## config.mk

```make
export PLATFORM = sky130hd
export DESIGN_NAME = pc_gen
export DESIGN_NICKNAME = d
export VERILOG_FILES = /design/src/rtl/pc_gen.sv
export SDC_FILE = /design/constraint.sdc
export NUM_CORES = 1
export LEC_CHECK = 0
export BUFFER_PORTS_ARGS = -buffer_cell sky130_fd_sc_hd__buf_2
export CAP_MARGIN = 15
export CORE_MARGIN = 10
export CORE_UTILIZATION = 44
export CTS_CLUSTER_DIAMETER = 200
export DETAILED_ROUTE_END_ITERATION = 10
export MAX_ROUTING_LAYER = met4
export PLACE_DENSITY = 0.71
export SLEW_MARGIN = 25
export SYNTH_ARGS = -nofsm -noshare
export SYNTH_HDL_FRONTEND = slang
export SYNTH_SLANG_ARGS = --single-unit
```

## constraint.sdc

```tcl
create_clock -name clk -period 3.8 [get_ports clk]
set_input_delay 0.57 -clock clk [delete_from_list [all_inputs] [get_ports clk]]
set_output_delay 0.57 -clock clk [all_outputs]
set_load 0.1 [all_outputs]
```

## src/rtl/pc_gen.sv

```systemverilog
`default_nettype none
// ============================================================================
// Module   : pc_gen
// Brief    : Program counter unit. Resolves sequential, branch and jump
//            next-PC values, buffers a redirect while fetch is stalled,
//            traps misaligned targets, supports halt, and counts retired
//            instructions.
// Revision : 1.0 - initial release
// ============================================================================
module pc_gen #(
  parameter int          XLEN      = 32,
  parameter logic [31:0] RESET_VEC = 32'h0000_0000,
  parameter logic [31:0] TRAP_VEC  = 32'h0000_0100,
  parameter int          STEP      = 4,
  parameter int          CNT_W     = 32
) (
  input  logic             clk,
  input  logic             nRST,       // active-high synchronous reset
  input  logic             op_valid,
  input  logic [2:0]       pc_op,
  input  logic [XLEN-1:0]  rs1_data,
  input  logic [XLEN-1:0]  imm,
  input  logic             zero,
  input  logic             alu_neg,
  input  logic             iready,
  input  logic             halt_req,
  output logic [XLEN-1:0]  pc_addr,
  output logic [XLEN-1:0]  pc_link,
  output logic             redirect,
  output logic             misalign_fault,
  output logic             halted,
  output logic [CNT_W-1:0] instret
);

  localparam logic [XLEN-1:0] c_reset_pc = XLEN'(RESET_VEC);
  localparam logic [XLEN-1:0] c_trap_pc  = XLEN'(TRAP_VEC);
  localparam logic [XLEN-1:0] c_step     = XLEN'(STEP);

  localparam logic [2:0] c_op_beq  = 3'd1;
  localparam logic [2:0] c_op_bne  = 3'd2;
  localparam logic [2:0] c_op_blt  = 3'd3;
  localparam logic [2:0] c_op_bge  = 3'd4;
  localparam logic [2:0] c_op_jal  = 3'd5;
  localparam logic [2:0] c_op_jalr = 3'd6;

  typedef enum logic [1:0] {
    ST_RUN  = 2'd0,
    ST_HOLD = 2'd1,
    ST_HALT = 2'd2
  } state_t;

  state_t            r_state, w_nxt_state;
  logic [XLEN-1:0]   r_pc, w_nxt_pc;
  logic [XLEN-1:0]   r_pend_pc, w_nxt_pend_pc;
  logic              r_pend_fault, w_nxt_pend_fault;
  logic              r_redirect, w_nxt_redirect;
  logic              r_fault, w_nxt_fault;
  logic [CNT_W-1:0]  r_instret, w_nxt_instret;

  logic              w_taken;
  logic [XLEN-1:0]   w_rs1_sum;
  logic [XLEN-1:0]   w_tgt;
  logic              w_tgt_misaligned;
  logic              w_misalign;
  logic [XLEN-1:0]   w_seq_pc;
  logic [XLEN-1:0]   w_next;

  // Branch/jump taken decode from the execute-stage flags
  always_comb begin
    w_taken = 1'b0;
    case (pc_op)
      c_op_beq:  w_taken = zero;
      c_op_bne:  w_taken = ~zero;
      c_op_blt:  w_taken = alu_neg;
      c_op_bge:  w_taken = ~alu_neg;
      c_op_jal:  w_taken = 1'b1;
      c_op_jalr: w_taken = 1'b1;
      default:   w_taken = 1'b0;
    endcase
  end

  // Target arithmetic wraps modulo 2^XLEN; JALR drops bit0 of its sum
  assign w_rs1_sum = rs1_data + imm;
  assign w_tgt     = (pc_op == c_op_jalr) ? {w_rs1_sum[XLEN-1:1], 1'b0}
                                          : (r_pc + imm);
  assign w_seq_pc  = r_pc + c_step;

  // Alignment test depends on the instruction granule
  generate
    if (STEP == 2) begin : g_step2
      assign w_tgt_misaligned = w_tgt[0];
    end else begin : g_step4
      assign w_tgt_misaligned = |w_tgt[1:0];
    end
  endgenerate

  assign w_misalign = w_taken & w_tgt_misaligned;
  assign w_next     = w_misalign ? c_trap_pc : (w_taken ? w_tgt : w_seq_pc);

  // Next-state and register-update decode for RUN / HOLD / HALT
  always_comb begin
    w_nxt_state      = r_state;
    w_nxt_pc         = r_pc;
    w_nxt_pend_pc    = r_pend_pc;
    w_nxt_pend_fault = r_pend_fault;
    w_nxt_redirect   = 1'b0;
    w_nxt_fault      = 1'b0;
    w_nxt_instret    = r_instret;
    case (r_state)
      ST_RUN: begin
        if (op_valid) begin
          if (iready) begin
            w_nxt_pc       = w_next;
            w_nxt_instret  = r_instret + 1'b1;
            w_nxt_redirect = w_taken & ~w_misalign;
            w_nxt_fault    = w_misalign;
          end else if (w_taken) begin
            // Fetch is stalled: park the redirect until it is accepted
            w_nxt_pend_pc    = w_next;
            w_nxt_pend_fault = w_misalign;
            w_nxt_state      = ST_HOLD;
          end
        end
        // A same-cycle commit above still completes; pending is dropped
        if (halt_req) w_nxt_state = ST_HALT;
      end
      ST_HOLD: begin
        if (iready) begin
          w_nxt_pc       = r_pend_pc;
          w_nxt_instret  = r_instret + 1'b1;
          w_nxt_redirect = ~r_pend_fault;
          w_nxt_fault    = r_pend_fault;
          w_nxt_state    = ST_RUN;
        end
        if (halt_req) w_nxt_state = ST_HALT;
      end
      ST_HALT: begin
        w_nxt_state = ST_HALT;
      end
      default: begin
        w_nxt_state = ST_RUN;
      end
    endcase
  end

  // State register; reset dominates every other event
  always_ff @(posedge clk) begin
    if (nRST) begin
      r_state      <= ST_RUN;
      r_pc         <= c_reset_pc;
      r_pend_pc    <= '0;
      r_pend_fault <= 1'b0;
      r_redirect   <= 1'b0;
      r_fault      <= 1'b0;
      r_instret    <= '0;
    end else begin
      r_state      <= w_nxt_state;
      r_pc         <= w_nxt_pc;
      r_pend_pc    <= w_nxt_pend_pc;
      r_pend_fault <= w_nxt_pend_fault;
      r_redirect   <= w_nxt_redirect;
      r_fault      <= w_nxt_fault;
      r_instret    <= w_nxt_instret;
    end
  end

  assign pc_addr        = r_pc;
  assign pc_link        = r_pc + c_step;
  assign redirect       = r_redirect;
  assign misalign_fault = r_fault;
  assign halted         = (r_state == ST_HALT);
  assign instret        = r_instret;

endmodule
`default_nettype wire

```

After elaboration in Yosys (flattened, before gate mapping)
Cells that the tools add are included.

word-level totals
  bits of input ports = 74
  logic and storage cells = 67
  output and inout bits = 99
  register bits after elaboration = 101

operators by class
  bitwise logic cells = 7
  reduce and logical (&&, ||, !) cells = 8
  equality and inequality tests = 15
  $add $sub $neg = 4
  mux-type cells = 26

operators with widths
  kind                                                 number
  2-to-1 mux 32 bit                                    8
  one-hot mux 32 bit (2 select lines)                  2
  adder 32 bit                                         2
  adder 32 x 1 -> 32 bit, second input constant        1
  adder 32 x 3 -> 32 bit, second input constant        1
  2-to-1 mux 2 bit                                     6
  != test 3 bit, second input constant                 4
  AND reduction 4 bit                                  3
  equality test 3 bit, second input constant           3
  equality test 3 x 2 -> 1 bit, second input constant  2
  2-to-1 mux 1 bit                                     6
  != test 2 bit, second input constant                 3
  one-hot mux 2 bit (3 select lines)                   1
  NOT 1 bit                                            5
  one-hot mux 1 bit (5 select lines)                   1
  one-hot mux 1 bit (2 select lines)                   2
  OR reduction 2 bit                                   2
  equality test 3 x 1 -> 1 bit, second input constant  1
  bitwise AND 1 bit                                    2
  equality test 2 x 1 -> 1 bit, second input constant  1
  equality test 2 bit, second input constant           1
  logical NOT 2 bit                                    1
  AND reduction 2 bit                                  1
  nonzero test 2 bit                                   1

Depth between registers and ports, before layout
Gate-level depths: netlist of the first run.

  depth after elaboration = 9
  gate-level depth with buffers = 12
  gate-level depth less buffers = 12

Worst setup path before layout of the first run
Ideal clock, no wire load.

  path type = flip-flop to flip-flop
  start = register r_pc[4] (netlist: pc_addr[4])
  end = register r_pend_pc[27]
  clock period less this slack = 4.640 ns
  stages on the path, launching flop included = 11
  library setup time = 0.079 ns
  arrival time = 4.561 ns
  path slack = -0.840 ns
  cell sequence = dfxtp_1 > and3_1 > nand4_1 > or2_1 > buf_2 > nor2_4 > nand3_1 > xnor2_1 > a222oi_1 > nor3b_1 > a211oi_2

between the ends
  elaborated cells between the ends (all ways) = 5
  those cells by class = add/sub (2); mux (3)

RTL lines
  item                            RTL line  RTL
  start: declaration              53        logic [XLEN-1:0] r_pc, w_nxt_pc;
  start signal: assignment        150       r_pc <= c_reset_pc;
  start signal: assignment        158       r_pc <= w_nxt_pc;
  adder 32 x 3 -> 32 bit          -
  named net pc_link[27]           28        output logic [XLEN-1:0] pc_link,
  2-to-1 mux 32 bit (2 in a row)  98        assign w_next = w_misalign ? c_trap_pc : (w_taken ? w_tgt : w_seq_pc);
  end signal: assignment          159       r_pend_pc <= w_nxt_pend_pc;
  end: declaration                54        logic [XLEN-1:0] r_pend_pc, w_nxt_pend_pc;

The timed path passes the listed nets, and every way through them passes these cells.
A chain may end at the register's enable or synchronous reset.

Worst setup path in the final report of the first run
  start = register r_pc[6] (netlist: pc_addr[6])
  end = output port pc_link[27]

between the ends
  word-level cells in the longest chain between the ends = 1

RTL lines
  item                    RTL line  RTL
  adder 32 x 3 -> 32 bit  168       assign pc_link = r_pc + c_step;
  end: declaration        28

Every way passes these cells.

==> out/metrics.yaml, run 1 <==
die:
  dieArea_sq_um: 26100
  start_util: 0.450
  core_sq_um: 19600
  ios: 173
  core.rowCount: 51
  die_w_um: 162
  die_h_um: 162
sta:
  fin_crit_ps: 3430
  tightest_slew_ps: 1050
  rsz0062_at_grt: "false"
  max_freq_mhz: 292
  final.setup_skew_ps: 8.92
  post-route-period-util: 0.902
  setup_viol: 0
  fin_setup_tns_ps: 0
  final_max_slew_viol_count: 0
  hold_viol_final: 0
  relSlewSlack: 0.300
synthesis:
  syn-mean-instance-area_sq_um: 7.64
  seq_area_frac_synth: 0.229
  ys_seq_elements: 101
  synth_top_area_share: 0.229
  ys.flop_type: "dfxtp_1"
  ys_warn_count: 0
  synth_top_area_cell: "dfxtp_1"
  synth_cell_types: 86
  synth_nets: 1293
  yosys-top-cells-count: "nor2_1 (146), dfxtp_1 (101), a21oi_1 (96), nand2_1 (95), ha_1 (63)"
  syn_inst: 1154
  async_flop_share: 0
  synth_area_sq_um: 8820
  synth_edf_count: 0
  synth.most_common_cell: "nor2_1"
  synth.area.top_cells: "dfxtp_1 (23%), ha_1 (8.9%), nor2_1 (6.2%), xnor2_1 (5.5%), a21oi_1 (5.4%)"
power:
  powerDensity_nw_per_um2: 289
  leakage_uw: 0.00460
  vdd_ir_drop_max_v: 0.000240
grt:
  grt_pass1_vias: 8797
  grt_max_degree: 61
  antenna_found_initial: 1
  gr-total-overflow: 0
  grt_usage: 0.224
  grt_first_pass_wirelength_um: 46800
placement:
  placed_area_sq_um: 10100
  globalplace.congestion: 0.986
  post-dp-hpwl_um: 23700
  place.port_buffers: 172
cells_and_area:
  layout-drive-gt1-share: 0.203
  final_util: 0.530
  design_area_sq_um: 10400
  fin_nets: 1439
  syn2layout_area_growth_pct: 17.8
worst_setup_path:
  r2r_start: "pc_addr[0]"
  critPathLaunchType: "flop"
  timing.rr.end: "r_pend_pc[22]"
  crit_path_max_incr_delay_ps: 500
  crit_slowest_cell: "dfxtp_1"
  required_ps: 3230
  critPathKind: "reg2out"
  r2r_cells: 11
  worstPathArrival_ps: 2860
  endpoint_kind: "output pin"
  cp-startpoint: "pc_addr[6]"
  ff2ff_setup_slack_ps: 560
  crit_chain: "and3_1, nand4_1, or2_1, nor2_4, nand3_1, xnor2_4, buf_2"
  crit_end: "pc_link[27]"
  crit_fanout: 5
detailed_routing:
  post_drt_wl_per_cell_um: 18.8
  drc: 0
  drtPass1Iterations: 6
  wirelength_um: 29600
  drt_iter0_drc: 667
  drtAntennaViolNets: 0
  via_per_inst: 5.85
  vias: 9186
run_status:
  status: "finished, final reports clean"
clocking:
  post_cts_resized: 0
  numClockSinks: 101
  cts-htree-levels: 3
  clock-root-buffer: "clkbuf_16"
  cts_tree: "yes"
  cts-buffers-inserted: 9
  cts_hold_buf: 0
  post-cts-setup-buffers: 0
  clockBufferDepth: 2
  clock_latency_ps: 350
  clkTransAtPathRegs_ps: 70
flow_run:
  cap_violations: 0
min_path:
  hold_path.class: "reg2reg"
-- kinds of logic after synthesis --
logic type                 count (synthesis)  share of synthesized area
and+or+nand+nor                          455                      0.259
AOI/OAI and AO/OA                        340                      0.268
DFF                                      101                      0.229
xor gates and xnor gates                  97                     0.0963
buffers and inverters                     82                     0.0377
adders and majority gates                 65                     0.0939
muxes                                     14                     0.0160
-- per-layer routing --
metal / up-vias / GRT usage / part of all wire
met5: - / - / 0
met4: 0 / 0.0633 / 0.026
met3: 43 / 0.0343 / 0.054
met2: 316 / 0.367 / 0.47
met1: 4287 / 0.281 / 0.45
li1: 4540 / - / -
-- sequential cells by signal (all words and copies together) (netlist names) --
| signal | cells |
|---|---|
| r_state | 2 |
| pc_addr | 32 |
| instret | 32 |
| misalign_fault | 1 |
| redirect | 1 |
| r_pend_fault | 1 |
| r_pend_pc | 32 |
-- worst max-delay path, delay by kind of cell (launching register included) --
kind          cells  cell delay (ps)
simple gates      5             1370
flops             1              500
xor+xnor          1              200
buf+inv           1              450
-- per-stage QoR --
stage          power (uW)  instances  setup WS [ps]  hold slack, ps
6_report             3010       1571            374             459
5_1_grt              3160       1571            224             488
4_1_cts              3020       1570            350             461
3_5_place_dp         2150       1554            418             451
3_3_place_gp         2140       1554            448             443
2_1_floorplan        1880       1154           3.81             433
-- how the worst min path moves through the flow --
stage	from	endpoint	slack (ps)	cells past startpoint
floorplan	r_pend_pc[19]	r_pend_pc[19]	430	2
global route	r_pend_pc[8]	r_pend_pc[8]	490	2
finish	r_pend_pc[8]	r_pend_pc[8]	460	2
global placement	r_pend_pc[19]	r_pend_pc[19]	440	2
CTS	r_pend_pc[8]	r_pend_pc[8]	460	2
detailed placement	r_pend_pc[8]	r_pend_pc[8]	450	2
-- report_power, final --
part	total, uW	internal [uW]	leakage, uW	switching, uW
logic	1010	324	0.00364	687
registers	1130	1090	0.000818	35.6
clock network	870	455	0.000142	416
total	3010	1870	0.00460	1140
-- final cells by class --
class | instances | area [sq um]
sequential | 101 | 2020
clock inverter | 7 | 56.3
tap | 265 | 332
clock buffer | 9 | 225
timing repair buffer | 192 | 1010
antenna | 1 | 2.50
fill | 1939 | 9200
inverter | 25 | 93.8
multi-input combinational | 971 | 6650
-- layout by cell type (no fill, tap or decap), types with 13 or more instances in the layout --
cell / Yosys / final
dfxtp_1: 101 / 101
buf_4: 2 / 20
ha_1: 63 / 63
nand4_1: 18 / 18
o21ai_1: 22 / 22
nand2_1: 95 / 95
o21ai_0: 48 / 47
a21o_1: 25 / 25
a21oi_1: 96 / 96
nand2b_1: 16 / 16
a211oi_1: 24 / 24
xnor2_1: 55 / 42
nor2_1: 146 / 146
nor3_1: 27 / 27
a31oi_1: 16 / 16
buf_2: 14 / 172
xor2_1: 42 / 34
and3_1: 20 / 20
or3_1: 18 / 18
inv_1: 25 / 25
mux2i_1: 13 / 13
nand3_1: 42 / 42
and4_1: 14 / 14
No activity file was read; power rests on OpenSTA's default activity.
==> run 2, diff against run 1 <==
Settings changed: GPL_ROUTABILITY_DRIVEN set to 1, REMOVE_ABC_BUFFERS set to 1, TNS_END_PERCENT set to 100.
==> run 2 against run 1 <==
Highest routed layer unchanged; clock skew about the same; worst setup slack lost 130 ps; sequential cell count is the same; critical path depth down 1; worst hold slack gained 3.8 ps; total power grew 1.5%; final area down 1.5%; utilization decreased by 0.80 points; maximum frequency decreased by 3.7%; first-iteration DRC count rose by 17%; largest power group unchanged.
==> out/metrics.yaml, run 2 (synthesis gave the netlist of run 1 again) <==
run_status:
  status: "finished, final reports clean"  # unchanged
die:
  start_util: 0.450  # unchanged
  ios: 173  # unchanged
  core_sq_um: 19600  # unchanged
  die_h_um: 162  # unchanged
  die_w_um: 162  # unchanged
  dieArea_sq_um: 26100  # unchanged
  core.rowCount: 51  # unchanged
worst_setup_path:
  crit_family: "simple AND/OR/NAND/NOR gates"  # unchanged
  crit_top_cell: "and3_1"
  crit_fanout: 6  # was 5
  endpoint_kind: "output pin"  # unchanged
  critPathKind: "reg2out"  # unchanged
  worstPathArrival_ps: 2990  # was 2860 ps
  cp-startpoint: "pc_addr[5]"  # was pc_addr[6]
  crit_path_max_incr_delay_ps: 590  # was 500 ps
  crit_buf_inv: 1  # unchanged
  critPathLaunchType: "flop"  # unchanged
  r2r_start: "pc_addr[0]"  # unchanged
  crit_chain: "and3_1, nand4_1, nor3_1, and3_1, xor2_1, buf_2"  # was and3_1, nand4_1, or2_1, nor2_4, nand3_1, xnor2_4, buf_2
  crit_slowest_cell: "nor3_1"  # was dfxtp_1
  required_ps: 3230  # about the same
detailed_routing:
  wirelength_um: 30300  # was 29600 um
  drt_iter0_drc: 782  # was 667
  via_per_inst: 5.90  # was 5.85
  vias: 9261  # was 9186
  drc: 0  # unchanged
  post_drt_wl_per_cell_um: 19.3  # was 18.8 um
  drtAntennaViolNets: 0  # unchanged
  drtPass1Iterations: 5  # was 6
grt:
  grt_usage: 0.229  # was 0.224
  grt_pass1_vias: 9008  # was 8797
  gr-total-overflow: 0  # unchanged
  grt_max_degree: 60  # was 61
  grt_first_pass_wirelength_um: 48100  # was 46800 um
  antenna_found_initial: 1  # unchanged
sta:
  final.setup_skew_ps: 9.19  # was 8.92 ps
  hold_viol_final: 0  # unchanged
  relSlewSlack: 0.368  # was 0.300
  tightest_slew_ps: 944  # was 1050 ps
  max_freq_mhz: 281  # was 292 MHz
  hold_ws_ps: 463  # was 459 ps
  fin_setup_tns_ps: 0  # unchanged
  post-route-period-util: 0.936  # was 0.902
  setup_viol: 0  # unchanged
  final_max_slew_viol_count: 0  # unchanged
  timing.final.ws_setup_ps: 244  # was 374 ps
  rsz0062_at_grt: "false"  # unchanged
  fin_crit_ps: 3560  # was 3430 ps
clocking:
  cts-buffers-inserted: 9  # unchanged
  clock-root-buffer: "clkbuf_16"  # unchanged
  cts-htree-levels: 3  # unchanged
  clkTransAtPathRegs_ps: 80  # was 70 ps
  post_cts_resized: 0  # unchanged
  clock_latency_ps: 350  # about the same
  cts_tree: "yes"  # unchanged
  cts_hold_buf: 0  # unchanged
  numClockSinks: 101  # unchanged
  post-cts-setup-buffers: 0  # unchanged
  clockBufferDepth: 2  # unchanged
placement:
  placed_cells: 1553  # was 1554
  globalplace.congestion: 1.00  # was 0.986
  post-dp-hpwl_um: 24000  # was 23700 um
  placed_area_sq_um: 9940  # was 10100 sq um
  post-place-ws_ps: 485  # was 418 ps
  place.port_buffers: 172  # unchanged
cells_and_area:
  n_fill_cell: 1962  # was 1939
  design_area_sq_um: 10200  # was 10400 sq um
  multi_input_area_sq_um: 6470  # was 6650 sq um
  final_cell_mix: "buf_2 (172), nor2_1 (146), dfxtp_1 (101), a21oi_1 (96), nand2_1 (95)"  # unchanged
  final_common_cell: "buf_2"  # unchanged
  fin_nets: 1438  # was 1439
  layout-drive-gt1-share: 0.186  # was 0.203
  layout.cells.non_filler: 1570  # was 1571
  syn2layout_area_growth_pct: 16.0  # was 17.8%
  regArea_sq_um: 2020  # unchanged
power:
  leakage_uw: 0.00448  # was 0.00460 uW
  vdd_ir_drop_max_v: 0.000260  # was 0.000240 V
  powerDensity_nw_per_um2: 298  # was 289 nW/um^2
min_path:
  hold_path.class: "reg2reg"  # unchanged
  min-delay-start: "r_pend_pc[19]"  # was r_pend_pc[8]
flow_run:
  cap_violations: 0  # unchanged
==> run 2: cell types whose count changed in the layout (fill, tap and decap cells not counted), sizes merged <==
cell / delta
clkbuf: +1
clkinvlp: +1
inv: -2
buf: -1
==> run 2: path summary, 6_finish.rpt <==
kind / endpoint / slack (ps) / depth (start not counted)
min reg2reg: r_pend_pc[19] / 460 / 2
max reg2reg: r_pend_pc[26] / 640 / 12
max: pc_link[24] / 240 / 6
min: r_pend_pc[19] / 460 / 2
==> run 2: final cells by class <==
class	count	share of cell area
flip-flops and latches	101	0.198
inverters	25	0.00917
clock buffers	10	0.0233
multi-input cells	971	0.633
well taps	265	0.0324
repair buffers	191	0.0993
clock inverters	6	0.00550
diodes	1	0.000244
==> run 2: power by group <==
part / internal [uW] / total (uW) / switching (uW)
Sequential: 1090 / 1130 / 35.6
Clock: 476 / 914 / 438
Combinational: 322 / 1010 / 691
Total: 1890 / 3050 / 1160
==> run 2: per-stage QoR <==
| step | utilization | total power (uW) |
|---|---|---|
| after floorplan | - | 1860 |
| after global placement | 0.507 | 2150 |
| after detailed placement | 0.507 | 2150 |
| after CTS | 0.522 | 3050 |
| after global routing | 0.522 | 3190 |
| final | 0.522 | 3050 |
==> run 2: worst reg2reg max path, cell delays in order, from the launching register on <==
cell,delay (ps)
dfxtp_1,420
ha_1,240
inv_1,70
fa_1,370
nand2b_1,190
a21oi_1,310
o21ai_1,160
o211ai_1,310
a31oi_1,150
xor2_1,180
nor3_1,360
a221oi_2,100
a211oi_1,230
==> run 2: metal layers <==
layer  vias to the layer above  share of wire  global-route usage
met2                       376           0.45               0.361
met3                        39          0.089              0.0605
met1                      4321           0.44               0.285
met4                         0          0.021              0.0591
li1                       4525              -                   -
met5                         -              0                   -
==> run 3, diff against run 2 <==
Settings changed: CORE_UTILIZATION 44 to 46, PLACE_DENSITY 0.71 to 0.73.
==> run 3 against run 2 <==
Count of clock-buffer cells in the layout is 1 higher; maximum frequency is 1.0% higher; highest routed layer unchanged; final area is 0.70% lower; register-to-register slack worse by 210 ps; sequential power hardly changed; sequential share of layout area is 0.14 points higher; global-route usage is 1.3 points higher; via count is 0.71% higher; non-clock buffer count stayed put.
==> out/metrics.yaml, run 3 (synthesis gave the netlist of run 1 again) <==
placement:
  place.port_buffers: 172  # unchanged
  placed_area_sq_um: 9900  # was 9940 sq um
  post-place-ws_ps: 385  # was 485 ps
  globalplace.congestion: 1.00  # about the same
  post-dp-hpwl_um: 24300  # was 24000 um
die:
  die_w_um: 158  # was 162 um
  core.rowCount: 50  # was 51
  ios: 173  # unchanged
  dieArea_sq_um: 25100  # was 26100 sq um
  start_util: 0.470  # was 0.450
  core_sq_um: 18800  # was 19600 sq um
  die_h_um: 158  # was 162 um
sta:
  hold_viol_final: 0  # unchanged
  max_freq_mhz: 284  # was 281 MHz
  setup_viol: 0  # unchanged
  hold_ws_ps: 459  # was 463 ps
  final.setup_skew_ps: 6.51  # was 9.19 ps
  tightest_slew_ps: 1020  # was 944 ps
  relSlewSlack: 0.318  # was 0.368
  rsz0062_at_grt: "false"  # unchanged
  final_max_slew_viol_count: 0  # unchanged
  timing.final.ws_setup_ps: 279  # was 244 ps
  post-route-period-util: 0.927  # was 0.936
  fin_crit_ps: 3520  # was 3560 ps
cells_and_area:
  syn2layout_area_growth_pct: 15.2  # was 16.0%
  regArea_sq_um: 2020  # unchanged
  design_area_sq_um: 10200  # about the same
  fin_nets: 1438  # unchanged
  multi_input_area_sq_um: 6470  # unchanged
  final_cell_mix: "buf_2 (172), nor2_1 (146), dfxtp_1 (101), a21oi_1 (96), nand2_1 (95)"  # unchanged
  layout-drive-gt1-share: 0.185  # was 0.186
  final_common_cell: "buf_2"  # unchanged
  n_fill_cell: 1853  # was 1962
worst_setup_path:
  endpoint_kind: "output pin"  # unchanged
  critPathKind: "reg2out"  # unchanged
  critPathLaunchType: "flop"  # unchanged
  worstPathArrival_ps: 2950  # was 2990 ps
  crit_fanout: 6  # unchanged
  r2r_cells: 12  # unchanged
  required_ps: 3230  # about the same
detailed_routing:
  post_drt_wl_per_cell_um: 19.8  # was 19.3 um
  drt_iter0_drc: 776  # was 782
  drc: 0  # unchanged
  wirelength_um: 30500  # was 30300 um
  drtAntennaViolNets: 0  # unchanged
  drtPass1Iterations: 7  # was 5
  vias: 9327  # was 9261
  via_per_inst: 6.06  # was 5.90
power:
  leakage_uw: 0.00447  # was 0.00448 uW
  vdd_ir_drop_max_v: 0.000239  # was 0.000260 V
  powerDensity_nw_per_um2: 293  # was 298 nW/um^2
clocking:
  clock-root-buffer: "clkbuf_16"  # unchanged
  clock_latency_ps: 350  # about the same
  post_cts_resized: 0  # unchanged
  numClockSinks: 101  # unchanged
  cts-htree-levels: 3  # unchanged
  cts_tree: "yes"  # unchanged
  cts-buffers-inserted: 9  # unchanged
  post-cts-setup-buffers: 0  # unchanged
  clockBufferDepth: 2  # unchanged
  clkTransAtPathRegs_ps: 70  # was 80 ps
  cts_hold_buf: 0  # unchanged
run_status:
  status: "finished, final reports clean"  # unchanged
grt:
  grt_usage: 0.242  # was 0.229
  grt_max_degree: 53  # was 60
  grt_first_pass_wirelength_um: 47500  # was 48100 um
  grt_pass1_vias: 8958  # was 9008
  gr-total-overflow: 0  # unchanged
  antenna_found_initial: 2  # was 1
min_path:
  hold_path.class: "reg2reg"  # unchanged
  holdPathStages: 2  # unchanged
flow_run:
  cap_violations: 0  # unchanged
==> run 3: cell count changes in the layout (fill, tap and decap cells not counted) <==
cell	previous run	this run
clkinv_4	3	0
clkbuf_8	1	0
clkbuf_1	0	2
inv_8	2	0
clkinv_2	0	4
diode_2	1	2
==> run 3: final timing paths <==
kind	from	end	slack, ps
hold reg to reg	r_pend_pc[19]	r_pend_pc[19]	460
setup reg to reg	pc_addr[0]	r_pend_pc[26]	430
setup / recovery	pc_addr[5]	pc_link[19]	280
hold / removal	r_pend_pc[19]	r_pend_pc[19]	460
==> run 3: area by class of cell <==
type                       instances  share of cell area
antenna                            2            0.000492
inverter                          25             0.00923
clock buffer                      11              0.0229
clock inverter                     5             0.00271
sequential                       101               0.199
timing repair buffer             191               0.100
tap                              234              0.0288
multi-input combinational        971               0.637
==> run 3: power by group <==
group	internal [uW]	switching (uW)	leakage (uW)
Combinational	322	699	0.00352
Clock	440	391	0.000129
Sequential	1090	35.5	0.000818
==> run 3: per-stage QoR <==
step	cells	total power [uW]	utilization	setup TNS, ps
global placement	1522	2150	0.527	0
global route	1540	3120	0.542	0
detailed placement	1522	2150	0.527	0
CTS	1538	2980	0.541	0
finish	1540	2980	0.542	0
floorplan	1097	1860	-	-19330
==> run 3: critical path, stage by stage (launching register included) <==
cell,delay (ps)
dfxtp_1,500
and3_1,260
nand4_1,300
or2_1,460
nor2b_1,180
xor2_1,370
buf_2,510
==> run 3: metal layers <==
metal	vias to the layer above	global-route usage	routed length, um	share of wire
met5	-	-	0	0
met4	0	0.0768	900	0.029
met3	59	0.0475	2400	0.079
met2	375	0.387	13900	0.45
met1	4338	0.303	13300	0.44
li1	4555	-	-	-
